$ cat src/rtl/fifo_pkg.sv
// Shared types and defaults for the async FIFO, its read-side adapter and their benches.
// Pure declarations: no latency and no backpressure of its own.
package fifo_pkg;

  localparam int DEF_WIDTH     = 8;
  localparam int DEF_CNT_W     = 16;
  localparam int DEF_SEQ_START = 1;

  typedef enum logic [1:0] {
    IDLE  = 2'd0,
    RUN   = 2'd1,
    DRAIN = 2'd2
  } rd_state_t;

endpackage

$ cat src/rtl/fifo_skid_buf2.sv
// 2-entry in-order valid/ready buffer; a push shows on out_valid the next cycle.
// No in_ready: the producer budgets pushes from count so a push never meets a full buffer.
module fifo_skid_buf2
  import fifo_pkg::*;
#(
  parameter int WIDTH = DEF_WIDTH
) (
  input  logic             clk,
  input  logic             rst,
  input  logic [WIDTH-1:0] in_data,
  input  logic             in_valid,
  output logic [WIDTH-1:0] out_data,
  output logic             out_valid,
  input  logic             out_ready,
  output logic [1:0]       count
);

  logic [WIDTH-1:0] head;
  logic [WIDTH-1:0] tail;
  logic [1:0]       cnt;
  logic             pop;

  assign pop       = (cnt != 2'd0) && out_ready;
  assign out_data  = head;
  assign out_valid = (cnt != 2'd0);
  assign count     = cnt;

  always_ff @(posedge clk or posedge rst) begin
    if (rst) begin
      head <= '0;
      tail <= '0;
      cnt  <= 2'd0;
    end else begin
      case ({in_valid, pop})
        2'b10: begin
          if (cnt == 2'd0) head <= in_data;
          else             tail <= in_data;
          cnt <= cnt + 2'd1;
        end
        2'b01: begin
          head <= tail;
          cnt  <= cnt - 2'd1;
        end
        2'b11: begin
          // Simultaneous push/pop keeps the count; the older tail word moves to the head first.
          if (cnt == 2'd1) begin
            head <= in_data;
          end else begin
            head <= tail;
            tail <= in_data;
          end
        end
        default: begin
        end
      endcase
    end
  end

endmodule

$ cat src/rtl/fifo_rd_stream_adapter.sv
// FIFO read-side adapter: reads when space allows, m_valid 2 cycles after the read, stalls reads on m_ready=0.
// Optional sequence checker under FIFO_RD_SEQ_CHECK_EN.
module fifo_rd_stream_adapter
  import fifo_pkg::*;
#(
  parameter int WIDTH     = DEF_WIDTH,
  parameter int CNT_W     = DEF_CNT_W,
  parameter int SEQ_START = DEF_SEQ_START
) (
  input  logic             r_clk,
  input  logic             reset,
  input  logic             enable,
  input  logic [WIDTH-1:0] r_data,
  input  logic             r_empty,
  output logic             destination_r_en,
  output logic [WIDTH-1:0] m_data,
  output logic             m_valid,
  input  logic             m_ready,
  output logic             busy,
  output logic [CNT_W-1:0] word_cnt,
  output logic             seq_err,
  output logic [CNT_W-1:0] err_cnt
);

  rd_state_t  state;
  rd_state_t  state_nxt;
  logic       fetch;
  logic       inflight;
  logic [1:0] buf_cnt;
  logic       pop;
  logic [2:0] occupancy;

  // ---------------- state machine ----------------
  always_ff @(posedge r_clk or posedge reset) begin
    if (reset) state <= IDLE;
    else       state <= state_nxt;
  end

  always_comb begin
    state_nxt = state;
    case (state)
      IDLE:    if (enable) state_nxt = RUN;
      RUN:     if (!enable) state_nxt = DRAIN;
      DRAIN: begin
        if (enable)                              state_nxt = RUN;
        else if (!inflight && (buf_cnt == 2'd0)) state_nxt = IDLE;
      end
      default: state_nxt = IDLE;
    endcase
  end

  always_comb begin
    fetch = 1'b0;
    busy  = 1'b0;
    case (state)
      IDLE:    begin fetch = 1'b0; busy = 1'b0; end
      RUN:     begin fetch = 1'b1; busy = 1'b1; end
      DRAIN:   begin fetch = 1'b0; busy = 1'b1; end
      default: begin fetch = 1'b0; busy = 1'b0; end
    endcase
  end

  // ---------------- FIFO read issue ----------------
  // Words owned after this edge (buffered + in flight) may never exceed the buffer depth.
  assign pop              = m_valid && m_ready;
  assign occupancy        = {1'b0, buf_cnt} + {2'b00, inflight} - {2'b00, pop};
  assign destination_r_en = fetch && !r_empty && (occupancy < 3'd2);

  always_ff @(posedge r_clk or posedge reset) begin
    if (reset) begin
      inflight <= 1'b0;
      word_cnt <= '0;
    end else begin
      inflight <= destination_r_en;
      if (inflight) word_cnt <= word_cnt + 1'b1;
    end
  end

  fifo_skid_buf2 #(
    .WIDTH(WIDTH)
  ) u_skid (
    .clk       (r_clk),
    .rst       (reset),
    .in_data   (r_data),
    .in_valid  (inflight),
    .out_data  (m_data),
    .out_valid (m_valid),
    .out_ready (m_ready),
    .count     (buf_cnt)
  );

  // ---------------- optional sequence checker ----------------
`ifdef FIFO_RD_SEQ_CHECK_EN
  logic [WIDTH-1:0] expected;
  logic             seq_err_q;
  logic [CNT_W-1:0] err_cnt_q;

  always_ff @(posedge r_clk or posedge reset) begin
    if (reset) begin
      expected  <= WIDTH'(SEQ_START);
      seq_err_q <= 1'b0;
      err_cnt_q <= '0;
    end else begin
      seq_err_q <= 1'b0;
      if (inflight) begin
        if (r_data != expected) begin
          // Resync to the received word so a single gap is reported once, not on every later word.
          seq_err_q <= 1'b1;
          expected  <= r_data + 1'b1;
          if (err_cnt_q != '1) err_cnt_q <= err_cnt_q + 1'b1;
        end else begin
          expected <= expected + 1'b1;
        end
      end
    end
  end

  assign seq_err = seq_err_q;
  assign err_cnt = err_cnt_q;
`else
  assign seq_err = 1'b0;
  assign err_cnt = '0;
`endif

endmodule

$ cat config.mk
export PLATFORM = sky130hd
export DESIGN_NAME = fifo_rd_stream_adapter
export DESIGN_NICKNAME = d
export VERILOG_FILES = /design/src/rtl/fifo_pkg.sv /design/src/rtl/fifo_skid_buf2.sv /design/src/rtl/fifo_rd_stream_adapter.sv
export SDC_FILE = /design/constraint.sdc
export NUM_CORES = 1
export LEC_CHECK = 0
export BUFFER_PORTS_ARGS = -buffer_cell sky130_fd_sc_hd__buf_2
export CORE_AREA = 2 2 56 84
export CTS_CLUSTER_SIZE = 8
export DETAILED_ROUTE_END_ITERATION = 8
export DIE_AREA = 0 0 58 86
export GPL_TIMING_DRIVEN = 0
export HOLD_SLACK_MARGIN = 0.08
export PLACE_DENSITY = 0.84
export SKIP_CTS_REPAIR_TIMING = 1
export SLEW_MARGIN = 5
export SYNTH_ARGS = -nofsm -noshare
export SYNTH_HDL_FRONTEND = slang
export SYNTH_SLANG_ARGS = --single-unit
$ cat constraint.sdc
create_clock -name r_clk -period 3.2 [get_ports r_clk]
set_clock_uncertainty 0.2 [all_clocks]
set_input_delay 0.32 -clock r_clk [delete_from_list [all_inputs] [get_ports r_clk]]
set_output_delay 0.32 -clock r_clk [all_outputs]
set_load 0.05 [all_outputs]
Word level (Yosys, flattened, before mapping)
Cells that the tools add are included.
- eq/ne operators: 12
- mux-type cells: 14
- reduce and logical (&&, ||, !) cells: 16
- $lt $le $gt $ge: 1
- add/subtract/negate cells: 5
- operator list (operator ; number):
    $mux W8 ; 4
    $pmux W8 S3 ; 1
    $add A16 B1 Y16 const B ; 1
    $pmux W8 S2 ; 1
    $ne A2 B2 Y1 const B ; 5
    $mux W2 ; 4
    $eq A2 B1 Y1 const B ; 3
    $eq A2 B2 Y1 const B ; 3
    $pmux W2 S3 ; 1
    $reduce_and A3 Y1 ; 2
    $reduce_bool A2 Y1 ; 3
    $logic_and A1 B1 Y1 ; 4
    $logic_not A2 Y1 ; 2
    $pmux W2 S2 ; 1
    $add A2 B1 Y3 ; 1
    $lt A3 B2 Y1 const B ; 1
    $ne A3 B3 Y1 const B ; 1
    $reduce_bool A3 Y1 ; 1
    $sub A3 B1 Y3 ; 1
    $add A2 B1 Y2 const B ; 1
    $logic_not A1 Y1 ; 2
    $mux W1 ; 2
    $reduce_and A2 Y1 ; 1
    $reduce_or A2 Y1 ; 1
    $sub A2 B1 Y2 const B ; 1
- flip-flop bits (word level): 37

Longest topological paths before layout
- word-level depth: 5
- depth in mapped cells: 10
- mapped depth without buffers: 8

By module
A second synthesis with hierarchy kept.
- cells, all modules: 190
- area, all modules: 2098.3 um2
- by module, submodules not included (module ; sequential area each (um2) ; area each (um2) ; times used ; cells each):
    fifo_rd_stream_adapter ; 475.5 ; 1153.6 ; 1 ; 103
    fifo_skid_buf2 ; 450.4 ; 944.7 ; 1 ; 87

Worst setup path after synthesis
OpenSTA, ideal clock, no wires.
- path type: register to output
- start point: register u_skid.cnt[1], in the netlist u_skid.count[1]
- end point: output port destination_r_en
- required time: 2.680 ns
- path slack: -0.259 ns
- cell stages (with the launch flop): 11
- arrival: 2.939 ns
- cells stage by stage: dfrtp_1 inv_1 ha_1 clkbuf_2 nor2b_1 buf_2 xnor2_1 nand2_1 fa_1 xor2_1 nor3_1
- word-level cells in the longest chain between the ends: 5
- RTL lines (what ; RTL line ; RTL):
    start: declaration ; fifo_skid_buf2.sv:20 ; logic [1:0] cnt;
    start signal: assignment ; fifo_skid_buf2.sv:38 ; cnt <= cnt + 2'd1;
    start signal: assignment ; fifo_skid_buf2.sv:42 ; cnt <= cnt - 2'd1;
    branches (longest 2 deep; another with $add A2 B1 Y3) ; n/a ;
    $sub A3 B1 Y3 * ; fifo_rd_stream_adapter.sv:66 ; assign occupancy = {1'b0, buf_cnt} + {2'b00, inflight} - {2'b00, pop};
    $lt A3 B2 Y1 * ; fifo_rd_stream_adapter.sv:67 ; assign destination_r_en = fetch && !r_empty && (occupancy < 3'd2);
    $logic_and A1 B1 Y1 * ; fifo_rd_stream_adapter.sv:67 ;
    end: declaration ; fifo_rd_stream_adapter.sv:15 ; output logic destination_r_en,
Mark *: on every way between the ends.

Final worst setup path
- start point: register u_skid.cnt[0], in the netlist u_skid.count[0]
- end point: output port destination_r_en
Same word-level chain as after synthesis.

==> impl_metrics.json <==
{
  "status": "finished, final reports clean",
  "ys_seq_area_frac": 0.444,
  "drt_iter0_drc": 13,
  "wire_per_inst_um": 12.6,
  "gp_congestion": 0.763,
  "yosys_register_bits": 37,
  "area_delta_synth_final_pct": 21.7,
  "place_hpwl_um": 2930,
  "yosys.area.top_type_share": 0.444,
  "cts_buffers": 5,
  "io_buffers": 39,
  "cts_htree_levels": 2,
  "ctsRootBufferMaster": "clkbuf_8",
  "ir_drop_uv": 622,
  "core_mm2": 0.00421,
  "via_per_inst": 4.99,
  "dr_total_vias": 1537,
  "synthCells": 196,
  "holdCritStartpoint": "r_data[2]",
  "grt_max_degree": 38,
  "regArea_um2": 927,
  "grt_pass1_vias": 1468,
  "power_leakage_nw": 1.29,
  "fin_nets": 285,
  "relSlewSlack": 0.505,
  "fin_crit_sh": 0.955,
  "syn-cell-area_mm2": 0.00208,
  "grt_antenna_before_repair": 0,
  "drcViolationCount": 0,
  "multi_input_area_mm2": 0.00102,
  "final_cell_mix": "buf_2, dfrtp_1, buf_4, conb_1, nand2_1",
  "yosys.area.top_type": "dfrtp_1",
  "cts.sinks": 37,
  "yosysUniqueCellTypes": 33,
  "grt-ovfl-total": 0,
  "finalHoldViolations": 0,
  "yosys_warnings": 0,
  "drt_first_pass_iters": 4,
  "maxCapViolCount": 0,
  "finalSetupViolCount": 0,
  "cts_tree": "done",
  "p_per_area_mw_per_mm2": 863,
  "clkSlewWorstSetupHoldPaths_ns": 0.07,
  "yosys-top-cells-area": "dfrtp_1, mux2_2, buf_4",
  "cp_max_fo": 8,
  "critical_path_class": "register to output port",
  "worstPathRequired_ns": 2.68,
  "wirelength_um": 3880,
  "syn_avg_cell_area_um2": 10.6,
  "clk_latency_ns": 0.28,
  "fmax_mhz": 327,
  "power_mw": 2.19,
  "grt_pass1_wl_um": 6530,
  "io_pins": 57,
  "cts.path.max_buffers": 2,
  "dpl-instance-area_mm2": 0.00240,
  "mostFrequentLayoutCell": "buf_2",
  "cp-start-kind": "register",
  "ant_nets": 0,
  "initial_utilization": 0.495,
  "crit_start": "u_skid.count[0]",
  "hold_class": "input pin to register",
  "post-route-util": 0.602,
  "diodes": 0,
  "tightest_slew_ns": 0.742,
  "chipHeight_um": 86,
  "design_area_mm2": 0.00253,
  "crit_arrival_ns": 2.54,
  "tns_ns": 0,
  "fp.dieArea_mm2": 0.00499,
  "chipWidth_um": 58,
  "rows": 29,
  "critPathCaptureType": "output port",
  "grt_use_total": 0.168,
  "nFillCells": 356,
  "hold_ws_ns": 0.0846,
  "maxSlewViolCount": 0,
  "timing.rr.start": "u_skid.count[0]",
  "final_layout_size_suffix_gt1_frac": 0.359,
  "fin_crit_ns": 3.06
}
[cell type report]
type	count	share of cell area
repair buffers	44	0.0953
flip-flops and latches	37	0.366
multi-input cells	143	0.403
inverters	9	0.0133
clock buffers	7	0.0341
well taps	46	0.0227
plain buffers	22	0.0656
[through the flow]
| stage | setup WS [ns] | cells |
|---|---|---|
| after floorplan | 0.177 | 212 |
| after global placement | 0.231 | 297 |
| after detailed placement | 0.201 | 297 |
| after CTS | -0.125 | 304 |
| after global routing | -0.0208 | 308 |
| final | 0.143 | 308 |
[registers in the layout, indices dropped and copies added, names as in the netlist]
register / count
inflight: 1
state: 2
u_skid.count: 2
u_skid.out_data: 8
u_skid.tail: 8
word_cnt: 16
[power breakdown]
group	internal, mW	leakage (nW)	switching, mW
combinational	0.415	0.776	0.719
clock	0.171	0.0443	0.152
sequential	0.618	0.467	0.114
[cell families (layout without fill, tap and decap cells)]
group	after synthesis	in the layout	share of synthesized area
AND/OR/NAND/NOR	51	51	0.126
XOR/XNOR	18	18	0.0757
AO/OA/AOI/OAI	26	26	0.0823
buffers and inverters	32	82	0.0973
multiplexers	21	21	0.109
other	1	17	0.00180
adder cells (fa/ha/maj)	10	10	0.0637
flip-flops	37	37	0.444
[synthesized netlist by cell type, drive strengths merged]
library cell,n
a22oi,3
buf,22
dfrtp,37
o22a,2
nor2,15
nand4,6
a21o,1
and3,2
xnor2,12
nor3,2
clkbuf,1
ha,9
xor2,6
a21oi,6
mux2i,8
o311a,1
conb,1
nand2b,1
nor2b,3
mux2,13
nand3,7
nand2,15
inv,9
a211oi,1
o21ai,12
fa,1
[worst paths after layout]
path	end	cells after the start	slack (ns)
worst min register to register	word_cnt[15]	1	0.27
max in group asynchronous	u_skid.count[1]	3	1.77
worst min-delay path	u_skid.tail[2]	2	0.08
min in group asynchronous	u_skid.tail[1]	3	0.51
worst max register to register	inflight	10	0.73
worst max-delay path	destination_r_en	10	0.14
[worst max-delay path: stages (launching register included)]
cell	delay, ns
dfrtp_1	0.43
inv_1	0.13
ha_2	0.28
nor2b_1	0.06
buf_4	0.17
xnor2_1	0.13
nand2_1	0.08
fa_1	0.39
xor2_1	0.16
nor3_2	0.22
buf_6	0.19
[layer usage]
metal,global-route usage,up-vias,share of wire
li1,-,752,-
met1,0.195,736,0.40
met2,0.290,41,0.53
met3,0.0377,8,0.053
met4,0.0719,0,0.016
met5,0,-,0
Power figures use the tool's default switching activity.
